[config.mk]
export PLATFORM = sky130hd
export DESIGN_NAME = sram_bus_arbiter
export DESIGN_NICKNAME = d
export VERILOG_FILES = /design/src/rtl/sram_bus_arbiter_pkg.sv /design/src/rtl/sram_req_latch.sv /design/src/rtl/sram_bus_arbiter.sv
export SDC_FILE = /design/constraint.sdc
export NUM_CORES = 1
export LEC_CHECK = 0
export ABC_AREA = 0
export CORE_MARGIN = 2
export CORE_UTILIZATION = 40
export DETAILED_ROUTE_END_ITERATION = 10
export PLACE_DENSITY_LB_ADDON = 0.1
export SYNTH_ARGS = -nofsm -noshare
export SYNTH_HDL_FRONTEND = slang
export SYNTH_HIERARCHICAL = 1
export SYNTH_SLANG_ARGS = --single-unit
[constraint.sdc]
create_clock -name clk -period 2.4 [get_ports clk]
set_input_delay 0.36 -clock clk [delete_from_list [all_inputs] [get_ports clk]]
set_output_delay 0.36 -clock clk [all_outputs]
set_load 0.02 [all_outputs]
[src/rtl/sram_bus_arbiter_pkg.sv]
// Shared definitions for the SRAM bus arbiter: default widths and FSM encoding.
package sram_bus_arbiter_pkg;

  localparam int ADDR_W_DEF = 32;
  localparam int DATA_W_DEF = 32;

  // Binary state encoding, kept as plain constants for legacy compatibility.
  localparam logic [1:0] ST_IDLE = 2'd0;
  localparam logic [1:0] ST_DATA = 2'd1;
  localparam logic [1:0] ST_INST = 2'd2;
  localparam logic [1:0] ST_DONE = 2'd3;

  // True in the states that own the memory port.
  function automatic logic in_service(input logic [1:0] st);
    return (st == ST_DATA) || (st == ST_INST);
  endfunction

endpackage

[src/rtl/sram_req_latch.sv]
// Holding register for one SRAM-like request (strobes, address, write data).
// The arbiter drives the shared memory port straight from these registers.
module sram_req_latch #(
  parameter int ADDR_W = 32,
  parameter int DATA_W = 32,
  parameter int STRB_W = DATA_W / 8
) (
  input  logic              clk,
  input  logic              rst,
  input  logic              load,
  input  logic [STRB_W-1:0] next_wen,
  input  logic [ADDR_W-1:0] next_addr,
  input  logic [DATA_W-1:0] next_wdata,
  output logic [STRB_W-1:0] wen,
  output logic [ADDR_W-1:0] addr,
  output logic [DATA_W-1:0] wdata
);

  // Capture the selected request whenever the arbiter starts a new access.
  // NOTE: sequential state uses non-blocking (<=) so every register samples
  // pre-edge values; blocking here would create order-dependent simulation.
  always_ff @(posedge clk or posedge rst) begin
    if (rst) begin
      // NOTE: these are plain flops (not a memory array), so resetting them is
      // cheap and guarantees the memory port reads all-zero out of reset.
      wen   <= '0;
      addr  <= '0;
      wdata <= '0;
    end else if (load) begin
      wen   <= next_wen;
      addr  <= next_addr;
      wdata <= next_wdata;
    end
  end

endmodule

[src/rtl/sram_bus_arbiter.sv]
// Arbitrates the CPU instruction and data SRAM-like ports onto one memory
// master port. Data has strict priority; each access holds the port until
// mem_ack, and the sequence ends with a single non-stalling DONE cycle.
module sram_bus_arbiter
  import sram_bus_arbiter_pkg::*;
#(
  parameter int ADDR_W = ADDR_W_DEF,
  parameter int DATA_W = DATA_W_DEF
) (
  input  logic                clk,
  input  logic                rst,
  // instruction side
  input  logic                inst_en,
  input  logic [DATA_W/8-1:0] inst_wen,
  input  logic [ADDR_W-1:0]   inst_addr,
  input  logic [DATA_W-1:0]   inst_wdata,
  output logic [DATA_W-1:0]   inst_rdata,
  // data side
  input  logic                data_en,
  input  logic [DATA_W/8-1:0] data_wen,
  input  logic [ADDR_W-1:0]   data_addr,
  input  logic [DATA_W-1:0]   data_wdata,
  output logic [DATA_W-1:0]   data_rdata,
  output logic                cpu_stall,
  // shared memory port
  output logic                mem_req,
  output logic                mem_wr,
  output logic [DATA_W/8-1:0] mem_wstrb,
  output logic [ADDR_W-1:0]   mem_addr,
  output logic [DATA_W-1:0]   mem_wdata,
  input  logic                mem_ack,
  input  logic [DATA_W-1:0]   mem_rdata
);

  localparam int STRB_W = DATA_W / 8;

  logic [1:0]        state;
  logic [1:0]        state_next;
  logic              ack;
  logic              load;
  logic              sel_inst;
  logic [STRB_W-1:0] lat_wen;
  logic [ADDR_W-1:0] lat_addr;
  logic [DATA_W-1:0] lat_wdata;

  // mem_req comes from the state register only; an ack outside service is ignored.
  assign mem_req = in_service(state);
  assign ack     = mem_ack & mem_req;

  // Next-state logic: data first, then any pending instruction fetch.
  // NOTE: every combinational output gets a default before the case so no
  // path leaves it unassigned, which would infer a latch.
  always_comb begin
    state_next = state;
    case (state)
      ST_IDLE: begin
        if (data_en)      state_next = ST_DATA;
        else if (inst_en) state_next = ST_INST;
      end
      ST_DATA: if (ack) state_next = inst_en ? ST_INST : ST_DONE;
      ST_INST: if (ack) state_next = ST_DONE;
      default: state_next = ST_IDLE;
    endcase
  end

  // Decide when the holding register captures and which CPU port feeds it.
  always_comb begin
    load     = 1'b0;
    sel_inst = 1'b0;
    case (state)
      ST_IDLE: begin
        load     = data_en | inst_en;
        sel_inst = ~data_en;
      end
      ST_DATA: begin
        load     = ack & inst_en;
        sel_inst = 1'b1;
      end
      default: ;
    endcase
  end

  sram_req_latch #(
    .ADDR_W (ADDR_W),
    .DATA_W (DATA_W),
    .STRB_W (STRB_W)
  ) u_req_latch (
    .clk        (clk),
    .rst        (rst),
    .load       (load),
    .next_wen   (sel_inst ? inst_wen   : data_wen),
    .next_addr  (sel_inst ? inst_addr  : data_addr),
    .next_wdata (sel_inst ? inst_wdata : data_wdata),
    .wen        (lat_wen),
    .addr       (lat_addr),
    .wdata      (lat_wdata)
  );

  assign mem_wr    = |lat_wen;
  assign mem_wstrb = lat_wen;
  assign mem_addr  = lat_addr;
  assign mem_wdata = lat_wdata;

  // FSM state register.
  always_ff @(posedge clk or posedge rst) begin
    if (rst) state <= ST_IDLE;
    else     state <= state_next;
  end

  // Latch read data on a completed read; writes never touch the rdata registers.
  always_ff @(posedge clk or posedge rst) begin
    if (rst) begin
      data_rdata <= '0;
      inst_rdata <= '0;
    end else if (ack && !mem_wr) begin
      if (state == ST_DATA) data_rdata <= mem_rdata;
      if (state == ST_INST) inst_rdata <= mem_rdata;
    end
  end

  // Stall while any enabled request is outstanding; DONE releases the CPU.
  always_comb begin
    cpu_stall = 1'b0;
    case (state)
      ST_IDLE: cpu_stall = inst_en | data_en;
      ST_DATA: cpu_stall = 1'b1;
      ST_INST: cpu_stall = 1'b1;
      default: cpu_stall = 1'b0;
    endcase
  end

endmodule

Word level (Yosys, flattened, before mapping)
Index checks and enable logic that the tools add are counted.

cells by class
  add/sub/neg operators = 0
  multipliers = 0
  div/mod/pow operators = 0
  magnitude comparators = 0
  eq/ne operators = 5
  shift-type cells = 0
  muxes and demuxes = 12
  bitwise gates (word level) = 4
  reduce and logical (&&, ||, !) cells = 9

operators by type and width
  operator                                        number
  2-to-1 mux 32 bit                               2
  2-to-1 mux 2 bit                                4
  case mux 1 bit (2 select lines)                 3
  case mux 2 bit (3 select lines)                 1
  2-to-1 mux 4 bit                                1
  inequality test 2 bit (second input constant)   2
  AND reduction 2 bit                             2
  OR reduction 4 bit                              1
  inequality test 3 bit (second input constant)   1
  AND reduction 3 bit                             1
  AND 1 bit                                       2
  == test 2 x 1 -> 1 bit (second input constant)  1
  == test 2 bit (second input constant)           1
  zero test 2 bit                                 1
  OR reduction 2 bit                              1
  logical AND 1 bit                               1
  zero test 1 bit                                 1
  logical OR 1 bit                                1
  2-to-1 mux 1 bit                                1
  inverter 1 bit                                  1
  bitwise OR 1 bit                                1

storage, ports and cells
  bits in registers = 134
  latch bits = 0
  RAM bits = 0
  bits in read-only memories = 0
  bits of input ports = 173
  output and inout port bits = 135
  logic and storage cells = 36
  memories = 0

Logic depth before layout (Yosys ltp)
Gate-level depths: netlist (run 1).

  depth after elaboration = 5
  mapped depth = 8
  mapped depth without buffers = 6

Cells and area by module
The synthesis (run 1) kept the hierarchy.

modules (own cells, without submodules)
  module            instances  cells each  area an instance (um2)  seq. area each (um2)
  sram_bus_arbiter  1          241         3439.5                  1651.6
  sram_req_latch    1          145         2618.8                  1701.6

Least setup slack after synthesis (run 1)
No wires, ideal clock.

  kind = flip-flop to flip-flop
  from = register state[0]
  to = register u_req_latch.wdata[11]
  library setup time = 125 ps
  arrival time = 2038 ps
  data required time = 2275 ps
  slack = 238 ps
  stages on the path, launching flop included = 9
  buffers on the path = 2
  clock period less this slack = 2162 ps
  cells stage by stage = dfrtp_1 inv_1 ha_1 nor2b_1 nor2_1 buf_2 buf_2 mux2_2 mux2_2

between the ends
  cells in the longest elaborated chain, start to end = 5
  elaborated cells on any way between the ends = 9
  those cells by class = eq/ne: 2; mux: 3; bitwise: 2; reduce/logical: 2

ends and longest elaborated chain
  what                                                     line                                                RTL
  start: declaration                                       sram_bus_arbiter.sv:37                              logic [1:0] state;
  start signal: assignment                                 sram_bus_arbiter.sv:107                             else state <= state_next;
  == test 2 x 1 -> 1 bit or == test 2 bit (tied branches)  sram_bus_arbiter_pkg.sv:15, sram_bus_arbiter.sv:70
  logical OR 1 bit                                         sram_bus_arbiter_pkg.sv:15                          return (st == ST_DATA) || (st == ST_INST);
  AND 1 bit                                                sram_bus_arbiter.sv:48                              assign ack = mem_ack & mem_req;
  AND 1 bit                                                sram_bus_arbiter.sv:76                              load = ack & inst_en;
  case mux 1 bit (2 select lines)                          sram_bus_arbiter.sv:70                              case (state)
  end signal: assignment                                   sram_req_latch.sv:32                                wdata <= next_wdata;
  end: declaration                                         sram_req_latch.sv:16                                output logic [DATA_W-1:0] wdata

Several ways; a longest one is shown, not always the timed one.
A chain may end at the register's enable or synchronous reset.

Worst setup path in the final report (run 1)
  from = register u_req_latch.wen[1]
  to = output mem_wr

between the ends
  cells in the longest elaborated chain, start to end = 1

ends and longest elaborated chain
  what                      line                    RTL
  start: declaration        sram_req_latch.sv:14    output logic [STRB_W-1:0] wen,
  start signal: assignment  sram_req_latch.sv:30    wen <= next_wen;
  OR reduction 4 bit        sram_bus_arbiter.sv:99  assign mem_wr = |lat_wen;
  end: declaration          sram_bus_arbiter.sv:27  output logic mem_wr,

No other way between the ends.

==> results of run 1 <==
cell usage after synthesis, types with 2 or more instances:
cell	number	area, um2
mux2_2	177	1990
dfrtp_1	134	3350
mux2_4	20	300
buf_2	7	35.0
inv_1	7	26.3
buf_6	5	56.3
clkbuf_1	4	15.0
ha_1	4	50.1
mux2_1	4	45.0
buf_4	3	22.5
a31oi_1	2	12.5
buf_8	2	30.0
nand2_1	2	7.51
nor2b_1	2	12.5
o21ai_0	2	10.0
metrics by stage:
| step | hold slack [ps] | instances | utilization | setup slack [ps] | power [mW] |
|---|---|---|---|---|---|
| floorplan | 495 | 386 | - | 238 | 8.10 |
| global placement | 467 | 866 | 0.643 | 174 | 11.1 |
| detailed placement | 476 | 866 | 0.643 | 112 | 11.3 |
| CTS | 360 | 898 | 0.685 | 23.7 | 14.1 |
| global route | 406 | 898 | 0.685 | 0.379 | 14.6 |
| finish | 361 | 898 | 0.685 | 50.1 | 13.9 |
final timing paths:
check / cells after the start / startpoint / slack [ps] / endpoint
worst max-delay path: 2 / u_req_latch/wen[1] / 50 / mem_wr
worst min-delay path: 2 / rst / 360 / u_req_latch/addr[5]
worst max register to register: 7 / state[0] / 240 / u_req_latch/wdata[21]
worst min register to register: 1 / inst_rdata[24] / 480 / inst_rdata[24]
max in group asynchronous: 3 / rst / 1530 / u_req_latch/wdata[21]
min in group clk: 1 / inst_rdata[24] / 480 / inst_rdata[24]
area by class of cell:
type	instances	area [um2]	share of cell area
multi-input combinational	224	2540	0.253
clock buffer	20	447	0.0445
clock inverter	12	176	0.0176
sequential	134	3350	0.334
inverter	7	26.3	0.00262
timing repair buffer	317	3260	0.325
tap	184	230	0.0230
power by group:
group / switching [mW] / internal [mW] / total, mW / leakage [nW]
Combinational: 3.21 / 4.09 / 7.29 / 2.30
Clock: 0.962 / 1.77 / 2.73 / 0.300
Sequential: 0.573 / 3.34 / 3.91 / 1.66
Total: 4.74 / 9.19 / 13.9 / 4.25
repair_timing:
action,4_1_cts,5_1_grt
resized for setup,1,0
setup endpoints to repair,1,0
hold endpoints to repair,0,0
logic make-up (layout without fill, tap and decap cells):
logic type,Yosys count,count (layout)
buffers and inverters,28,356
AO/OA/AOI/OAI,8,8
adder cells (fa/ha/maj),4,4
AND/OR/NAND/NOR,10,10
multiplexers,202,202
flip-flops,134,134
state kept, by name, indices dropped and copies added (netlist names):
signal,count
u_req_latch/wdata,32
data_rdata,32
u_req_latch/addr,32
u_req_latch/wen,4
state,2
inst_rdata,32
per-layer routing:
layer / part of all wire / up-vias / track usage
met1: 0.38 / 2165 / 0.225
met5: 0 / - / 0
met3: 0.079 / 26 / 0.0695
met4: 0.021 / 0 / 0.0802
li1: - / 2019 / -
met2: 0.52 / 190 / 0.374
==> flow_summary.yaml, run 1 <==
synth:
  synthDistinctLibCells: 26
  async_flop_share: 1.00
  synth.mux.area_fraction: 0.388
  synthCells: 386
  synth-xor-area-share: 0
  synth_area_um2: 6060
  yosysSeqAreaShare: 0.553
  yosysWarnings: 6
  ys_seq_elements: 134
  synth_top_flop_cell: "dfrtp_1"
  synthAdderAreaFrac: 0.00826
  synth-compound-area-share: 0.00867
  yosys.area_share.simple: 0.0114
  synth_top_family_by_area: "multiplexers"
  synth_nets: 563
  synth_edf_count: 0
  syn_area_per_cell_um2: 15.7
cts:
  clock_sinks: 134
  cts_tree: "built"
  htreeDepth: 4
  cts_buffer_depth: 2
  cts_setup_buffers: 0
  cts_root_buffer: "clkbuf_16"
  cts_buffers: 17
  clkTransAtPathRegs_ps: 60
  postCtsHoldBufs: 0
  insertion_delay_ps: 420
final_layout:
  design_area_um2: 10000
  drive_gt1_frac: 0.342
  final_cell_mix: "306 x clkdlybuf4s50_1, 177 x mux2_2, 134 x dfrtp_1, 20 x mux2_4, 17 x clkbuf_16"
  synthToLayoutAreaGrowth_pct: 65.6
  final_common_cell: "clkdlybuf4s50_1"
  num_antenna_cells: 0
  fin_nets: 878
  fillCellCount: 1057
timing:
  setup_viol: 0
  period_share: 0.979
  rsz0062_at_grt: "false"
  worst_pin_slew_ps: 523
  fin_skew_ps: 8.20
  fin_tns_setup_ps: 0
  timing.fmax_mhz: 426
  hold_viol_final: 0
  period_needed_ps: 2350
  slew_headroom: 0.651
  slew_violations: 0
route:
  dr.pass1.iters: 4
  vias: 4400
  routed_wl_um: 16600
  final_antenna_net_count: 0
  drc_errors: 0
  viasPerCell: 4.90
  post_drt_wl_per_cell_um: 18.4
  drt_iter0_markers: 185
placed_design:
  hpwl_um: 12300
  port_buffers: 307
  place_area_um2: 9410
  place_congestion: 0.845
critical_path:
  cp.required_ps: 2040
  cp_slowest_stage_delay_ps: 600
  crit_family: "buffers and inverters"
  crit_type: "reg -> out"
  worst_setup_path_start_kind: "flop"
  crit_path_end_kind: "output port"
  crit_slowest_cell: "clkdlybuf4s50_1"
  arrival_ps: 1990
  path_cells: "or4_4 -> clkdlybuf4s50_1"
  cp_max_fo: 3
  path_buf_inv: 1
job:
  maxCapViolCount: 0
global_routing:
  grt.total_usage: 0.207
  grt_pass1_vias: 4822
  antenna_found_initial: 0
  grt_first_pass_wirelength_um: 25800
  grt_max_degree: 69
  grt_overflow: 0
floorplan:
  dieArea_um2: 16100
  ioPinCount: 308
  initial_utilization: 0.414
  die_w_um: 127
  die_y_um: 127
  core_um2: 14600
  fp-row-count: 44
worst_hold_path:
  worstHoldPathType: "in -> async"
power_and_ir_drop:
  cellPowerDensity_nw_per_um2: 1390
  p_leak_nw: 4.25
  ir_drop_uv: 735
outcome:
  status: "complete, no violations"
Power figures use the tool's default switching activity.
==> run 2, diff against run 1 <==
SLEW_MARGIN = 20   (was not set)
==> results of run 2 <==
Final layout, timing and power as in run 1 (identical DEF).
==> run 3, diff against run 2 <==
SLEW_MARGIN = 40   (was 20)
==> results of run 3 <==
Final layout, timing and power as in run 1 (identical DEF).
